**src/rtl/uart_pkg.sv**
```systemverilog
// Shared UART definitions: FSM encoding, divider computation, frame length.
package uart_pkg;

  typedef enum logic [1:0] {
    S_IDLE  = 2'd0,
    S_START = 2'd1,
    S_DATA  = 2'd2,
    S_STOP  = 2'd3
  } uart_state_e;

  // Start + 8 data + stop.
  localparam int FRAME_LEN = 10;
  localparam int DATA_BITS = 8;

  // Clocks per bit, rounded to nearest.
  function automatic int calc_div(input int clk_freq, input int baud);
    return (clk_freq + baud / 2) / baud;
  endfunction

endpackage

```
**src/rtl/uart_tx_baud_tick_gen.sv**
```systemverilog
// Bit-period counter: counts 0..DIV-1 while enabled, held at 0 otherwise,
// and pulses tick for one cycle in the last cycle of each bit period.
module baud_tick_gen #(
  parameter int DIV = 16
) (
  input  logic clk,
  input  logic rst,
  input  logic enable,
  output logic tick
);

  localparam int CW = (DIV > 1) ? $clog2(DIV) : 1;
  localparam logic [CW-1:0] LAST = CW'(DIV - 1);

  logic [CW-1:0] cnt_q, cnt_d;

  // Next count and wrap tick.
  always_comb begin
    cnt_d = '0;
    tick  = 1'b0;
    if (enable) begin
      if (cnt_q == LAST) begin
        tick  = 1'b1;
        cnt_d = '0;
      end else begin
        cnt_d = cnt_q + CW'(1);
      end
    end
  end

  // Counter register.
  always_ff @(posedge clk) begin
    if (rst) cnt_q <= '0;
    else     cnt_q <= cnt_d;
  end

endmodule

```
**src/rtl/uart_tx.sv**
```systemverilog
// 8N1 UART transmitter with registered TxD and one-cycle accept latency.
module uart_tx
  import uart_pkg::*;
#(
  parameter int CLK_FREQ = 25000000,
  parameter int BAUD     = 115200
) (
  input  logic       clk,
  input  logic       rst,
  input  logic       TxD_start,
  input  logic [7:0] TxD_data,
  output logic       TxD,
  output logic       TxD_busy
);

  localparam int DIV = calc_div(CLK_FREQ, BAUD);

  if (DIV < 2) begin : g_div_check
    $error("uart_tx: CLK_FREQ/BAUD must round to at least 2");
  end

  uart_state_e state_q, state_d;
  logic [7:0]  sh_q, sh_d;
  logic [2:0]  bit_q, bit_d;
  logic        txd_q, txd_d;
  logic        busy_q, busy_d;
  logic        tick;

  baud_tick_gen #(.DIV(DIV)) u_tick (
    .clk    (clk),
    .rst    (rst),
    .enable (state_q != S_IDLE),
    .tick   (tick)
  );

  // Next-state, shift and line-level logic; TxD follows the next state.
  always_comb begin
    state_d = state_q;
    sh_d    = sh_q;
    bit_d   = bit_q;
    txd_d   = txd_q;
    unique case (state_q)
      S_IDLE: begin
        txd_d = 1'b1;
        if (TxD_start) begin
          state_d = S_START;
          sh_d    = TxD_data;
          bit_d   = 3'd0;
          txd_d   = 1'b0;
        end
      end
      S_START: begin
        if (tick) begin
          state_d = S_DATA;
          txd_d   = sh_q[0];
        end
      end
      S_DATA: begin
        if (tick) begin
          if (bit_q == 3'd7) begin
            state_d = S_STOP;
            bit_d   = 3'd0;
            txd_d   = 1'b1;
          end else begin
            bit_d = bit_q + 3'd1;
            sh_d  = {1'b0, sh_q[7:1]};
            txd_d = sh_q[1];
          end
        end
      end
      S_STOP: begin
        if (tick) begin
          state_d = S_IDLE;
          txd_d   = 1'b1;
        end
      end
      default: state_d = S_IDLE;
    endcase
    busy_d = (state_d != S_IDLE);
  end

  // State and output registers; reset aborts any frame in progress.
  always_ff @(posedge clk) begin
    if (rst) begin
      state_q <= S_IDLE;
      sh_q    <= '0;
      bit_q   <= '0;
      txd_q   <= 1'b1;
      busy_q  <= 1'b0;
    end else begin
      state_q <= state_d;
      sh_q    <= sh_d;
      bit_q   <= bit_d;
      txd_q   <= txd_d;
      busy_q  <= busy_d;
    end
  end

  assign TxD      = txd_q;
  assign TxD_busy = busy_q;

endmodule

```
**config.mk**
```make
export PLATFORM = sky130hd
export DESIGN_NAME = uart_tx
export DESIGN_NICKNAME = d
export VERILOG_FILES = /design/src/rtl/uart_pkg.sv /design/src/rtl/uart_tx_baud_tick_gen.sv /design/src/rtl/uart_tx.sv
export SDC_FILE = /design/constraint.sdc
export NUM_CORES = 1
export LEC_CHECK = 0
export CORE_ASPECT_RATIO = 1.2
export CORE_UTILIZATION = 55
export CTS_BUF_LIST = sky130_fd_sc_hd__clkbuf_8
export CTS_CLUSTER_SIZE = 24
export DETAILED_ROUTE_END_ITERATION = 10
export HOLD_SLACK_MARGIN = 0.1
export PLACE_DENSITY = 0.76
export SLEW_MARGIN = 15
export SYNTH_ARGS = -nofsm -noshare
export SYNTH_HDL_FRONTEND = slang
export SYNTH_SLANG_ARGS = --single-unit
```
**constraint.sdc**
```tcl
create_clock -name clk -period 4.5 [get_ports clk]
set_input_delay 0.45 -clock clk [delete_from_list [all_inputs] [get_ports clk]]
set_output_delay 0.45 -clock clk [all_outputs]
set_load 0.05 [all_outputs]
```
; Yosys cells after proc, flatten, opt, wreduce, memory -nomap -nowiden
; Index checks and enable logic that the tools add are counted.
[totals]
ff_bits = 23
input_bits = 11
[classes]
n_addsub = 2
n_eq_ne = 10
mux = 22
bitwise_logic = 1
n_reduce_logical = 8
[ops]
columns = cell, n
row1 = two-way mux 8 bit, 3
row2 = one-hot mux 8 bit (2 select lines), 1
row3 = two-way mux 2 bit, 5
row4 = != test 2 bit (second input constant), 5
row5 = two-way mux 3 bit, 3
row6 = adder 8 x 1 -> 8 bit (second input constant), 1
row7 = equality test 8 bit (second input constant), 1
row8 = one-hot mux 2 bit (4 select lines), 1
row9 = two-way mux 1 bit, 7
row10 = one-hot mux 3 bit (2 select lines), 1
row11 = AND reduction 3 bit, 2
row12 = nonzero test 2 bit, 3
row13 = equality test 2 bit (second input constant), 2
row14 = one-hot mux 1 bit (4 select lines), 1
row15 = AND reduction 4 bit, 1
row16 = adder 3 x 1 -> 3 bit (second input constant), 1
row17 = equality test 3 bit (second input constant), 1
row18 = OR reduction 3 bit, 1
row19 = equality test 2 x 1 -> 1 bit (second input constant), 1
row20 = logical NOT 2 bit, 1
row21 = inverter 1 bit, 1

; Longest topological paths before layout
[logic_depth]
depth_word = 6
depth_mapped = 7
depth_no_buf = 5

; Modules after synthesis
; Synthesis repeated with hierarchy kept, for this count alone.
[unflattened]
cells_unflattened = 115
area_unflattened_um2 = 1132.3
[by_module_without_submodules]
columns = mod, instances, cells_per_inst, area_each_um2
row1 = uart_tx, 1, 74, 759.5
row2 = baud_tick_gen, 1, 41, 372.9

; Worst setup path before layout
; OpenSTA, ideal clock, no wires.
[synth_path]
path_kind = flip-flop to flip-flop
from = reg bit_q[0]
to = reg sh_q[0]
arrival_ps = 1440
slack_ps = 2933
path_stages_with_launch = 6
n_path_buf = 0
cell_sequence = dfxtp_1 -> ha_1 -> ha_1 -> nor3b_2 -> a31o_2 -> a211oi_1
[synth_between]
elab_chain_cells = 3
[synth_rtl]
columns = element, line
row1 = start: declaration, uart_tx.sv:24  ; logic [2:0] bit_q, bit_d;
row2 = start signal: assignment, uart_tx.sv:93  ; bit_q <= bit_d;
row3 = equality test 3 bit, uart_tx.sv:60  ; if (bit_q == 3'd7) begin
row4 = != test 2 bit (no line), --
row5 = AND reduction 4 bit (no line), --
row6 = end signal: assignment, uart_tx.sv:86  ; sh_q <= '0;
row7 = end signal: assignment, uart_tx.sv:92  ; sh_q <= sh_d;
row8 = end: declaration, uart_tx.sv:23  ; logic [7:0] sh_q, sh_d;
; No other way between the ends.
; A chain may end at the register's enable or synchronous reset.

; Final worst setup path
[layout_path]
from = reg state_q[1]
to = reg sh_q[4]
[layout_between]
elab_chain_cells = 4
elab_cells_between_ends = 10
cone_classes = eq/ne: 4 / mux: 2 / reduce/logical: 4
[layout_rtl]
columns = element, line
row1 = start: declaration, uart_tx.sv:22  ; uart_state_e state_q, state_d;
row2 = start signal: assignment, uart_tx.sv:91  ; state_q <= state_d;
row3 = nonzero test 2 bit, uart_tx.sv:32  ; .enable (state_q != S_IDLE),
row4 = two-way mux 1 bit, uart_tx_baud_tick_gen.sv:21  ; if (enable) begin
row5 = != test 2 bit (no line), --
row6 = AND reduction 4 bit (no line), --
; Parallel ways exist; a longest one is shown, timed or not.

==> summary.md <==
| Metric | Value |
|---|---|
| Highest routed layer | met4 |
| TritonCTS Buffers | 3 |
| Num rows | 18 |
| Vias per inst | 6.23 |
| Critical Path Sink Type | flip-flop |
| Hold Crit Class | reg2reg |
| Synth unique cells | 37 |
| Clock tree buffer depth | 2 |
| Ranking of synthesized cells by area | dfxtp_1 (37%), mux2i_1 (5.6%), a311oi_1 (4.9%) |
| CTS tree | yes |
| Synth Warn # | 0 |
| Worst-Skew Late Latency | 270 ps |
| Placed insts | 162 |
| Initial Util | 0.595 |
| Die Wd | 45.5 microns |
| # DRC | 0 |
| Slew Viols, Final | 0 |
| Clock sink total | 23 |
| Wirelength per Cell | 15.1 microns |
| Syn Inst Count | 130 |
| Global route overflow | 0 |
| First-pass GRT wire length | 4.06 mm |
| Vias | 1,034 |
| Clock skew | 2.59 ps |
| Worst VDD drop | 191 uV |
| Slew @ Worst Pin | 830 ps |
| # IOs | 13 |
| Metal3 WL | 50 microns |
| Total power | 0.000394 W |
| Total die area | 0.00246 sq mm |
| Resized cells post-CTS | 0 |
| Placement Cell Area | 0.00133 sq mm |
| Avg Inst Size Synth | 9.59 sq um |
| Achievable Freq | 0.489 GHz |
| Cell accounting for the most synthesized area | dfxtp_1 |
| Initial antenna violation count | 0 |
| Die Y | 54.1 microns |
| Design area | 0.00138 sq mm |
| Gr usage total | 0.228 |
| Routed length on met1 | 1.11 mm |
| Slew Limit Headroom | 0.446 |
| Yosys top cell area share | 0.369 |
| Post-layout min period | 2040 ps |
| Drt initial violations | 16 |
| Final cell count without fillers | 166 |
| Htree depth | 1 |
| Status | completed |
| CP arrival | 2160 ps |
| ANT nets after route | 0 |
| Gpl congestion | 0.712 |
| Required @ worst endpoint | 4620 ps |
| R2r setup slk | 2460 ps |
| RSZ-0062 raised after global routing | no |
| Cts hold-fix bufs | 0 |
| Final hold vios | 0 |
| Share of cells above drive strength 1 | 0.110 |
| Vias in the first global route | 934 |
| Setup CP Type | reg2reg |
| Nets | 152 |
| Post-CTS Repair Setup Buffers | 0 |
| Synthesized flop and latch total | 23 |
| Register area share after synthesis | 0.369 |
| Port bufs | 12 |
| Largest net degree at the start of global routing | 22 |
| Final WL | 2.51 mm |
| N_diodes | 0 |
| Critical path fanouts, max | 21 |
| Post-DP HPWL | 1.65 mm |
| Max_cap viols | 0 |
| P&R area growth vs syn | 10.3% |
| Cell Area, Synth | 0.00125 sq mm |
| Syn nets | 145 |
| Startpoint Class | flip-flop |
| Core box area | 0.00209 sq mm |
| Final worst-path cycle share | 0.454 |
| Power Dens Cells | 286 mW/mm^2 |
| Layout Utilization | 0.657 |
| Met2 wire length | 1.29 mm |
| Clock transition at path regs | 80 ps |
| Final setup viols | 0 |
| Fillers | 185 |
| Final TNS setup | 0 ps |
| First-pass iteration count of the detailed router | 4 |
| Leakage | 0.465 nW |
| CTS Root Cell | clkbuf_8 |
[area by class of cell]
class	instances	area, sq um	share of cell area
Multi-Input combinational cell	92	692	0.503
Sequential cell	23	460	0.335
Timing Repair Buffer	12	120	0.0874
Clock buffer	3	41.3	0.0300
Tap cell	30	37.5	0.0273
Inverter	5	18.8	0.0136
Clock inverter	1	5.00	0.00364
[Yosys cell counts, drive strengths merged]
cell and n:
clkbuf 2, xor2 2, a31o 3, nor4 1, xnor2 1, a21oi 9
nand3 6, nand2 6, a311oi 7, a211oi 8, nor2 6, and4bb 1
o221ai 3, inv 5, nand2b 1, a211o 1, o21ai 4, nand4 6
o31ai 1, nor4b 1, o211a 1, mux2i 7, dfxtp 23, and3 2
o21bai 1, buf 8, a221oi 1, nor3b 5, ha 4, nor4bb 1
or3 3
[sequential cells by signal, indices dropped and copies added, names as in the netlist]
signal,cells
sh_q,8
bit_q,3
TxD_busy,1
TxD,1
state_q,2
u_tick.cnt_q,8
[stage by stage]
step,hold WS (ps),setup WS (ps)
after global routing,509,2360
after global placement,445,2470
after floorplan,430,2930
final,466,2460
after CTS,473,2470
after detailed placement,454,2400
[report_power, final]
| part | leakage, nW | internal (W) | switching (W) |
|---|---|---|---|
| sequential | 0.188 | 0.000212 | 0.00000817 |
| combinational | 0.251 | 0.0000222 | 0.0000222 |
| clock | 0.0255 | 0.0000619 | 0.0000676 |
[layout by cell type (no fill, tap or decap), types with 4 or more instances in the layout]
cell,netlist,routed
a21oi_2,4,4
inv_1,5,5
nor2_1,6,6
a311oi_1,7,7
a211oi_1,7,7
a21oi_1,5,5
clkdlybuf4s50_1,0,12
ha_1,4,4
mux2i_1,7,7
o21ai_0,4,4
nand2_1,6,6
nand4_1,6,6
nand3_1,6,6
dfxtp_1,23,23
[path summary, 6_finish.rpt]
kind                                        end  cells after the start            start
worst max-delay path                    sh_q[4]                      3       state_q[1]
worst min-delay path            u_tick.cnt_q[0]                      1  u_tick.cnt_q[0]
worst max register to register          sh_q[4]                      3       state_q[1]
worst min register to register  u_tick.cnt_q[0]                      1  u_tick.cnt_q[0]
[per-layer routing]
metal / GRT usage / vias to the layer above
li1: - / 512
met1: 0.284 / 499
met2: 0.371 / 16
met3: 0.0302 / 7
met4: 0.131 / 0
met5: 0 / -
[cells by family (layout without fill, tap and decap cells)]
kind of cell / Yosys count / count (layout) / share of synthesized area
compound gates: 39 / 39 / 0.249
xor+xnor: 3 / 3 / 0.0211
fa+ha+maj: 4 / 4 / 0.0402
buf+inv: 15 / 21 / 0.0753
flops: 23 / 23 / 0.369
mux: 7 / 7 / 0.0562
simple gates: 39 / 39 / 0.189
[worst max-delay path, cell delays in order, from the launching register on]
cell and delay (ps):
dfxtp_1 870, nor3b_2 580, a31o_2 340, a211oi_1 100
Note: power is estimated with default switching activity, not from simulation.
